**config.mk**
```make
export PLATFORM = sky130hd
export DESIGN_NAME = hms_timer
export DESIGN_NICKNAME = d
export VERILOG_FILES = /design/src/rtl/hms_timer_pkg.sv /design/src/rtl/tick_prescaler.sv /design/src/rtl/hms_timer.sv
export SDC_FILE = /design/constraint.sdc
export NUM_CORES = 1
export LEC_CHECK = 0
export CAP_MARGIN = 20
export CELL_PAD_IN_SITES_DETAIL_PLACEMENT = 0
export CELL_PAD_IN_SITES_GLOBAL_PLACEMENT = 1
export CORE_MARGIN = 3
export CORE_UTILIZATION = 35
export DETAILED_ROUTE_END_ITERATION = 7
export GPL_ROUTABILITY_DRIVEN = 0
export PLACE_DENSITY = 0.83
export RECOVER_POWER = 100
export SYNTH_ARGS = -nofsm -noshare
export SYNTH_HDL_FRONTEND = slang
export SYNTH_SLANG_ARGS = --single-unit
```
**constraint.sdc**
```tcl
create_clock -name clk -period 4 [get_ports clk]
set_clock_uncertainty 0.1 [all_clocks]
set_input_delay 0.8 -clock clk [delete_from_list [all_inputs] [get_ports clk]]
set_output_delay 0.8 -clock clk [all_outputs]
set_load 0.005 [all_outputs]
```
**src/rtl/hms_timer_pkg.sv**
```systemverilog
// ============================================================================
//  Module  : hms_timer_pkg
//  Purpose : Shared field limits, widths and count-direction encodings.
//  Rev     : 1.0  initial release
// ============================================================================
`default_nettype none

package hms_timer_pkg;

    localparam int FIELD_W = 6;

    localparam logic [FIELD_W-1:0] SEC_MAX = 6'd59;
    localparam logic [FIELD_W-1:0] MIN_MAX = 6'd59;

    localparam logic UP   = 1'b0;
    localparam logic DOWN = 1'b1;

    // Validity of a loaded minute/second field.
    function automatic logic field_ok(input logic [FIELD_W-1:0] value,
                                      input logic [FIELD_W-1:0] max_value);
        return (value <= max_value);
    endfunction

endpackage

`default_nettype wire

```
**src/rtl/tick_prescaler.sv**
```systemverilog
// ============================================================================
//  Module  : tick_prescaler
//  Purpose : Divides enabled clk cycles by CLK_DIV and flags the advance cycle.
//  Rev     : 1.0  initial release
// ============================================================================
`default_nettype none

module tick_prescaler #(
    parameter int CLK_DIV = 1
) (
    input  logic clk,
    input  logic reset,
    input  logic en,
    input  logic clr,
    output logic tick
);

    localparam int              PW     = (CLK_DIV > 1) ? $clog2(CLK_DIV) : 1;
    localparam logic [PW-1:0]   c_last = PW'(CLK_DIV - 1);

    logic [PW-1:0] r_pcnt;

    always_ff @(posedge clk or negedge reset) begin
        if (!reset) begin
            r_pcnt <= '0;
        end else if (clr) begin
            r_pcnt <= '0;
        end else if (en) begin
            r_pcnt <= (r_pcnt == c_last) ? '0 : r_pcnt + 1'b1;
        end
    end

    assign tick = en && !clr && (r_pcnt == c_last);

endmodule

`default_nettype wire

```
**src/rtl/hms_timer.sv**
```systemverilog
// ============================================================================
//  Module  : hms_timer
//  Purpose : Up/down hours:minutes:seconds timer with load, alarm and flags.
//  Rev     : 1.0  initial release
// ============================================================================
`default_nettype none

module hms_timer
    import hms_timer_pkg::*;
#(
    parameter int CLK_DIV  = 1,
    parameter int HOUR_W   = 5,
    parameter int HOUR_MAX = 23
) (
    input  logic               clk,
    input  logic               reset,
    input  logic               en,
    input  logic               dir,
    input  logic               load,
    input  logic [FIELD_W-1:0] load_sec,
    input  logic [FIELD_W-1:0] load_min,
    input  logic [HOUR_W-1:0]  load_hr,
    input  logic               alarm_en,
    input  logic [FIELD_W-1:0] alarm_sec,
    input  logic [FIELD_W-1:0] alarm_min,
    input  logic [HOUR_W-1:0]  alarm_hr,
    input  logic               clr_flags,
    output logic [FIELD_W-1:0] sec,
    output logic [FIELD_W-1:0] min,
    output logic [HOUR_W-1:0]  hr,
    output logic               sec_tick,
    output logic               ovf,
    output logic               done,
    output logic               alarm,
    output logic               load_err,
    output logic               zero
);

    localparam logic [HOUR_W-1:0] c_hr_max = HOUR_W'(HOUR_MAX);

    logic [FIELD_W-1:0] r_sec, r_min;
    logic [HOUR_W-1:0]  r_hr;
    logic               r_sec_tick, r_ovf, r_done, r_alarm, r_load_err;

    logic               w_load_ok, w_tick, w_zero, w_step;
    logic [FIELD_W-1:0] w_nsec, w_nmin;
    logic [HOUR_W-1:0]  w_nhr;
    logic               w_wrap, w_reach0, w_match;

    assign w_load_ok = field_ok(load_sec, SEC_MAX) && field_ok(load_min, MIN_MAX)
                    && (load_hr <= c_hr_max);

    // Any load (good or bad) freezes the prescaler; only a good load clears it.
    tick_prescaler #(
        .CLK_DIV (CLK_DIV)
    ) u_prescaler (
        .clk   (clk),
        .reset (reset),
        .en    (en && !load),
        .clr   (load && w_load_ok),
        .tick  (w_tick)
    );

    assign w_zero = (r_sec == '0) && (r_min == '0) && (r_hr == '0);
    assign w_step = w_tick && !((dir == DOWN) && w_zero);

    always_comb begin
        w_nsec   = r_sec;
        w_nmin   = r_min;
        w_nhr    = r_hr;
        w_wrap   = 1'b0;
        w_reach0 = 1'b0;
        if (dir == UP) begin
            if (r_sec == SEC_MAX) begin
                w_nsec = '0;
                if (r_min == MIN_MAX) begin
                    w_nmin = '0;
                    if (r_hr == c_hr_max) begin
                        w_nhr  = '0;
                        w_wrap = 1'b1;
                    end else begin
                        w_nhr = r_hr + 1'b1;
                    end
                end else begin
                    w_nmin = r_min + 1'b1;
                end
            end else begin
                w_nsec = r_sec + 1'b1;
            end
        end else begin
            if (r_sec == '0) begin
                w_nsec = SEC_MAX;
                if (r_min == '0) begin
                    w_nmin = MIN_MAX;
                    w_nhr  = (r_hr == '0) ? c_hr_max : r_hr - 1'b1;
                end else begin
                    w_nmin = r_min - 1'b1;
                end
            end else begin
                w_nsec = r_sec - 1'b1;
            end
            w_reach0 = (r_hr == '0) && (r_min == '0) && (r_sec == 6'd1);
        end
    end

    assign w_match = (w_nsec == alarm_sec) && (w_nmin == alarm_min) && (w_nhr == alarm_hr);

    always_ff @(posedge clk or negedge reset) begin
        if (!reset) begin
            r_sec      <= '0;
            r_min      <= '0;
            r_hr       <= '0;
            r_sec_tick <= 1'b0;
            r_alarm    <= 1'b0;
            r_load_err <= 1'b0;
            r_ovf      <= 1'b0;
            r_done     <= 1'b0;
        end else begin
            r_sec_tick <= 1'b0;
            r_alarm    <= 1'b0;
            r_load_err <= load && !w_load_ok;
            if (load) begin
                if (w_load_ok) begin
                    r_sec <= load_sec;
                    r_min <= load_min;
                    r_hr  <= load_hr;
                end
            end else if (w_step) begin
                r_sec      <= w_nsec;
                r_min      <= w_nmin;
                r_hr       <= w_nhr;
                r_sec_tick <= 1'b1;
                r_alarm    <= alarm_en && w_match;
            end
            // Set beats a simultaneous clear.
            r_ovf  <= (w_step && w_wrap)   || (r_ovf  && !clr_flags);
            r_done <= (w_step && w_reach0) || (r_done && !clr_flags);
        end
    end

    assign sec      = r_sec;
    assign min      = r_min;
    assign hr       = r_hr;
    assign sec_tick = r_sec_tick;
    assign ovf      = r_ovf;
    assign done     = r_done;
    assign alarm    = r_alarm;
    assign load_err = r_load_err;
    assign zero     = w_zero;

endmodule

`default_nettype wire

```
* Word-level counts from Yosys, hierarchy flattened *
Cells that the tools add are included.

word-level totals
  input bits = 41
  output and inout port bits = 23
  register bits = 23

operators by class
  $add $sub $neg = 7
  bitwise gates (word level) = 1
  equality and inequality tests = 8
  reduce and logical (&&, ||, !) cells = 33
  muxes and demuxes = 36
  $lt $le $gt $ge = 3

operators by type and width
  operator             count
  $mux 6               14
  $mux 5               10
  $logic_and 1x1->1    20
  $add 6x1->6 const B  2
  $eq 6x6->1           2
  $eq 6x6->1 const B   2
  $le 6x6->1 const B   2
  $logic_not 6->1      2
  $mux 1               12
  $sub 6x1->6 const B  2
  $eq 6x1->1 const B   1
  $add 5x1->5 const B  1
  $eq 5x5->1           1
  $eq 5x5->1 const B   1
  $le 5x5->1 const B   1
  $logic_not 1->1      5
  $logic_not 5->1      1
  $sub 5x1->5 const B  1
  $reduce_bool 2->1    2
  $logic_or 1x1->1     2
  $ne 2x1->1 const B   1
  $reduce_and 2->1     1
  $add 1x1->1 const B  1
  $not 1->1            1

* Depth between registers and ports, before layout *
  word-level depth = 10
  depth in mapped cells = 10
  gate-level depth less buffers = 9

* Cells and area by module *
A second synthesis with hierarchy kept.

unflattened totals
  cells, all modules = 348
  area total of the unflattened synthesis = 2,715.1 µm²

modules (own cells, without submodules)
  module          times used  cells each  area an instance (µm²)
  hms_timer       1           347         2,701.3
  tick_prescaler  1           1           13.8

* Worst setup path after synthesis *
OpenSTA, ideal clock, no wires.

  kind = flip-flop to flip-flop
  start = register r_min[0], in the netlist min[0]
  end = register r_alarm, in the netlist alarm
  arrival time = 2,765 ps
  buffers on the path = 1
  period minus slack after synthesis = 2,960 ps
  setup time = 96 ps
  required time = 3,804 ps
  slack = 1,040 ps
  stages on the path, launching flop included = 11
  path through = dfrtp_1 > clkbuf_1 > inv_1 > ha_1 > nor2b_1 > nand4_4 > or2_0 > mux4_2 > xor2_1 > or4_1 > nor4_2

between the ends
  longest elaborated chain between the ends = 10
  elaborated cells between the ends (all ways) = 26

ends and longest elaborated chain
  what                                 line                              RTL
  start, declared                      hms_timer.sv:41                   logic [FIELD_W-1:0] r_sec, r_min;
  start signal, assigned               hms_timer.sv:125                  r_min <= load_min;
  start signal, assigned               hms_timer.sv:130                  r_min <= w_nmin;
  $add 6x1->6 (tied with other cells)  hms_timer.sv:85                   w_nmin = r_min + 1'b1;
  $mux 6, on equally long branches     hms_timer.sv:76, hms_timer.sv:93
  $mux 6, on equally long branches     hms_timer.sv:74, hms_timer.sv:91
  $mux 6                               hms_timer.sv:73                   if (dir == UP) begin
  $eq 6x6->1                           hms_timer.sv:106                  assign w_match = (w_nsec == alarm_sec) && (w_nmin == alarm_min) && (w_nhr == alarm_hr);
  $logic_and 1x1->1 (2 in series)      hms_timer.sv:106
  $logic_and 1x1->1                    hms_timer.sv:133                  r_alarm <= alarm_en && w_match;
  $mux 1 *                             hms_timer.sv:128                  end else if (w_step) begin
  $mux 1 *                             hms_timer.sv:122                  if (load) begin
  end signal, assigned                 hms_timer.sv:133
  end, declared                        hms_timer.sv:43                   logic r_sec_tick, r_ovf, r_done, r_alarm, r_load_err;

Mark *: on every way between the ends. The rest lies on a longest branch, timed or not.
A chain may end at the register's enable or synchronous reset.

* Worst setup path after layout *
  start = register r_sec[2], in the netlist sec[2]
  end = output zero

between the ends
  longest elaborated chain between the ends = 3

ends and longest elaborated chain
  what                             line              RTL
  start, declared                  hms_timer.sv:41
  start signal, assigned           hms_timer.sv:124  r_sec <= load_sec;
  start signal, assigned           hms_timer.sv:129  r_sec <= w_nsec;
  $logic_not 6->1                  hms_timer.sv:64   assign w_zero = (r_sec == '0) && (r_min == '0) && (r_hr == '0);
  $logic_and 1x1->1 (2 in series)  hms_timer.sv:64
  end, declared                    hms_timer.sv:36   output logic zero

No other way between the ends.

==> results.py <==
metrics = {
    "layout": {
        "design.final.nets": 412,
        "n_antenna_cell": 0,
        "drive_above_1_share": 0.0554,
        "areaGrowthSynthToFinish_pct": 29.5,
    },
    "global_routing": {
        "grt.overflow.total": 0,
        "grt_pass1_vias": 2422,
        "globalRouteTotalUtil": 0.200,
        "grt_first_pass_wirelength_um": 12300,
        "grt_antenna_before_repair": 0,
        "grt_max_degree": 35,
    },
    "synth": {
        "synth_area_leader_cell": "sky130_fd_sc_hd__dfrtp_1",
        "yosys-top-cells-area": "sky130_fd_sc_hd__dfrtp_1 (23%), sky130_fd_sc_hd__ha_1 (4.7%), sky130_fd_sc_hd__nor2_1 (4.7%)",
        "yosys.area_share.simple": 0.294,
        "synth_seq_area_share": 0.230,
        "largest_family_of_logic_cells_by_synthesized_area": "simple AND/OR/NAND/NOR gates",
        "synth.avg_cell_area_sq_um": 7.63,
        "synth_edf_count": 0,
        "yosysTopAreaCellShare": 0.230,
        "synthAdderAreaFrac": 0.0470,
        "share_of_the_synthesized_area_in_compound_gates_ao_oa_aoi_oai": 0.228,
        "synth.distinct_cells": 58,
        "synth-main-ff-cell": "sky130_fd_sc_hd__dfrtp_1",
        "post_synthesis_instance_area_sq_um": 2400,
        "postSynthNetCount": 364,
        "yosysWarnings": 0,
        "async_reset_ff_frac": 1.00,
        "synth-xor-area-share": 0.0767,
        "synth_mux_area_frac": 0.0579,
        "syn-instance-count": 314,
        "synth-seq-cells": 22,
    },
    "routing": {
        "detail_route.iter0.violations": 203,
        "route.final.wire_length_um": 7640,
        "route.vias.total": 2567,
        "wire_per_inst_um": 17.4,
        "drc": 0,
        "via_per_inst": 5.86,
        "drt_pre_antenna_iters": 5,
        "antenna_violating_nets_post_route": 0,
    },
    "floorplan": {
        "ioPinCount": 64,
        "core_area_sq_um": 6490,
        "dieArea_sq_um": 7880,
        "die-height_um": 88.8,
        "die_w_um": 88.8,
        "floorplan.initialDensity": 0.369,
        "num_rows": 29,
    },
    "sta": {
        "grt_setup_unrepaired": "no",
        "worst-slew-pin-transition_ns": 1.35,
        "layout_setup_ws_ns": 0.360,
        "timing_hold_violations_final": 0,
        "peak_freq_mhz": 275,
        "setup-violations-final": 0,
        "final.period_utilization": 0.910,
        "finalSetupTns_ns": 0,
        "max-slew-margin-rel": 0.0981,
        "layout_min_cycle_time_ns": 3.64,
        "final_max_slew_viol_count": 0,
    },
    "clock_tree": {
        "cts_hold_buffers": 0,
        "ctsResizeCount": 0,
        "post-cts-setup-buffers": 0,
        "htree_levels": 1,
        "clk_root_buffer_cell": "sky130_fd_sc_hd__clkbuf_8",
        "cts-buffers-inserted": 3,
        "tritoncts_clock_tree": "yes",
        "maximum_buffer_depth_of_the_clock_tree": 2,
        "clkTransAtPathRegs_ns": 0.09,
        "cts_num_sinks": 22,
        "worstSkewPairLatency_ns": 0.27,
    },
    "worst_setup_path": {
        "ff2ff_path_depth": 8,
        "max_stage_delay_ns": 0.62,
        "cp_num_cells": 4,
        "critPathLaunchType": "flop",
        "crit_path_top_delay_cell": "sky130_fd_sc_hd__dfrtp_1",
        "cp.arrival_ns": 2.74,
        "cp.required_ns": 3.10,
        "critical_path.reg2reg.startpoint": "sec[1]",
        "crit_path_end_kind": "output pin",
        "cp-startpoint": "sec[2]",
        "worst_path_dominant_cell_family": "simple AND/OR/NAND/NOR gates",
        "endpoint": "zero",
        "setup.reg_to_reg.worst_slack_ns": 0.38,
        "critPathKind": "flop to output pin",
        "cp_max_fo": 18,
        "critPathBufInv": 1,
        "r2r-end": "alarm",
        "cp_cell_sequence": "nor4_4, nand4_1, nor2_1, dlygate4sd3_1",
    },
    "power_and_ir_drop": {
        "power.density_nw_per_um2": 341,
        "overall_power_after_layout_w": 0.00106,
        "power.leakage_nw": 1.17,
        "vdd_drop_max_uv": 174,
    },
    "run_status": {
        "status": "complete, no violations",
    },
    "hold_path": {
        "holdCritPathClass": "flop to flop",
    },
    "placement": {
        "hpwlAfterDp_um": 5810,
        "portBuffers": 63,
        "setup_ws_pre_cts_ns": 0.425,
    },
    "job": {
        "max_cap_violations": 0,
    },
}
-- report_power, final --
group | internal, W | total [W] | leakage, nW | switching, W
registers | 0.000256 | 0.000366 | 0.260 | 0.000109
clock network | 0.000134 | 0.000217 | 0.0357 | 0.0000828
logic | 0.000241 | 0.000478 | 0.873 | 0.000237
total | 0.000631 | 0.00106 | 1.17 | 0.000430
-- cell families (layout without fill, tap and decap cells) --
kind of cell	Yosys count	count (layout)
and+or+nand+nor	127	127
AOI/OAI and AO/OA	85	85
buffers and inverters	40	87
DFF	22	22
xor gates and xnor gates	21	21
muxes	10	10
adders and majority gates	9	9
-- worst reg2reg max path: cells and delay by family (launching register included) --
family                   cells  cell delay (ns)
XOR/XNOR                     1             0.19
AND/OR/NAND/NOR              4             1.45
flip-flops                   1             0.53
AO/OA/AOI/OAI                2             0.92
adder cells (fa/ha/maj)      1             0.34
-- routing by layer --
metal  up-vias  wire, um  GRT usage
met5         -         0          0
met4         0        66     0.0371
met3         4       625     0.0400
met2       106      3490      0.316
met1      1201      3460      0.285
li1       1256         -          -
-- cells in the mapped netlist, types with 3 or more instances --
cell type,n
sky130_fd_sc_hd__a211oi_1,6
sky130_fd_sc_hd__a21o_1,5
sky130_fd_sc_hd__a21oi_1,22
sky130_fd_sc_hd__a31oi_1,11
sky130_fd_sc_hd__and3_1,3
sky130_fd_sc_hd__buf_2,3
sky130_fd_sc_hd__clkbuf_1,20
sky130_fd_sc_hd__dfrtp_1,22
sky130_fd_sc_hd__ha_1,9
sky130_fd_sc_hd__inv_1,15
sky130_fd_sc_hd__mux2i_1,6
sky130_fd_sc_hd__mux4_2,3
sky130_fd_sc_hd__nand2_1,26
sky130_fd_sc_hd__nand2b_1,3
sky130_fd_sc_hd__nand3_1,13
sky130_fd_sc_hd__nand4_1,8
sky130_fd_sc_hd__nand4b_1,3
sky130_fd_sc_hd__nor2_1,30
sky130_fd_sc_hd__nor3_1,11
sky130_fd_sc_hd__nor3b_1,4
sky130_fd_sc_hd__nor4_1,3
sky130_fd_sc_hd__o211ai_1,6
sky130_fd_sc_hd__o21ai_0,14
sky130_fd_sc_hd__o21bai_1,3
sky130_fd_sc_hd__o22ai_1,3
sky130_fd_sc_hd__o32ai_1,3
sky130_fd_sc_hd__or3_1,4
sky130_fd_sc_hd__xnor2_1,12
sky130_fd_sc_hd__xor2_1,9
-- flip-flops by register name (all words and copies together) (netlist names) --
name	cells
hr	5
done	1
sec_tick	1
load_err	1
alarm	1
ovf	1
sec	6
min	6
-- metrics by stage --
step	hold slack (ns)	std cells	cell area (sq um)	utilization
3_3_place_gp	0.436	434	3060	0.471
2_1_floorplan	0.404	314	2400	-
5_1_grt	0.477	438	3110	0.478
4_1_cts	0.450	438	3130	0.482
6_report	0.445	438	3110	0.478
3_5_place_dp	0.437	434	3060	0.471
-- worst min-delay path by stage --
stage | startpoint | depth (start not counted) | slack, ns | end
final | done | 2 | 0.45 | done
after global routing | done | 2 | 0.48 | done
after CTS | done | 2 | 0.45 | done
after detailed placement | done | 2 | 0.44 | done
after global placement | done | 2 | 0.44 | done
after floorplan | reset | 0 | 0.40 | alarm
-- cell type report --
type | count | area [sq um]
Inverter | 16 | 60.1
Timing Repair Buffer | 67 | 653
Clock inverter | 1 | 30.0
Tap cell | 77 | 96.3
Fill cell | 642 | 3390
Clock buffer | 3 | 41.3
Sequential cell | 22 | 551
Multi-Input combinational cell | 252 | 1670
-- cells in the final DEF, fill, tap and decap left out, types with 11 or more instances in the layout --
cell                               n
sky130_fd_sc_hd__nor3_1           11
sky130_fd_sc_hd__dlygate4sd3_1    25
sky130_fd_sc_hd__o21ai_0          14
sky130_fd_sc_hd__inv_1            15
sky130_fd_sc_hd__clkdlybuf4s50_1  38
sky130_fd_sc_hd__nor2_1           30
sky130_fd_sc_hd__xnor2_1          12
sky130_fd_sc_hd__a31oi_1          11
sky130_fd_sc_hd__nand2_1          26
sky130_fd_sc_hd__a21oi_1          22
sky130_fd_sc_hd__nand3_1          13
sky130_fd_sc_hd__dfrtp_1          22
(Power assumes the default switching activity.)
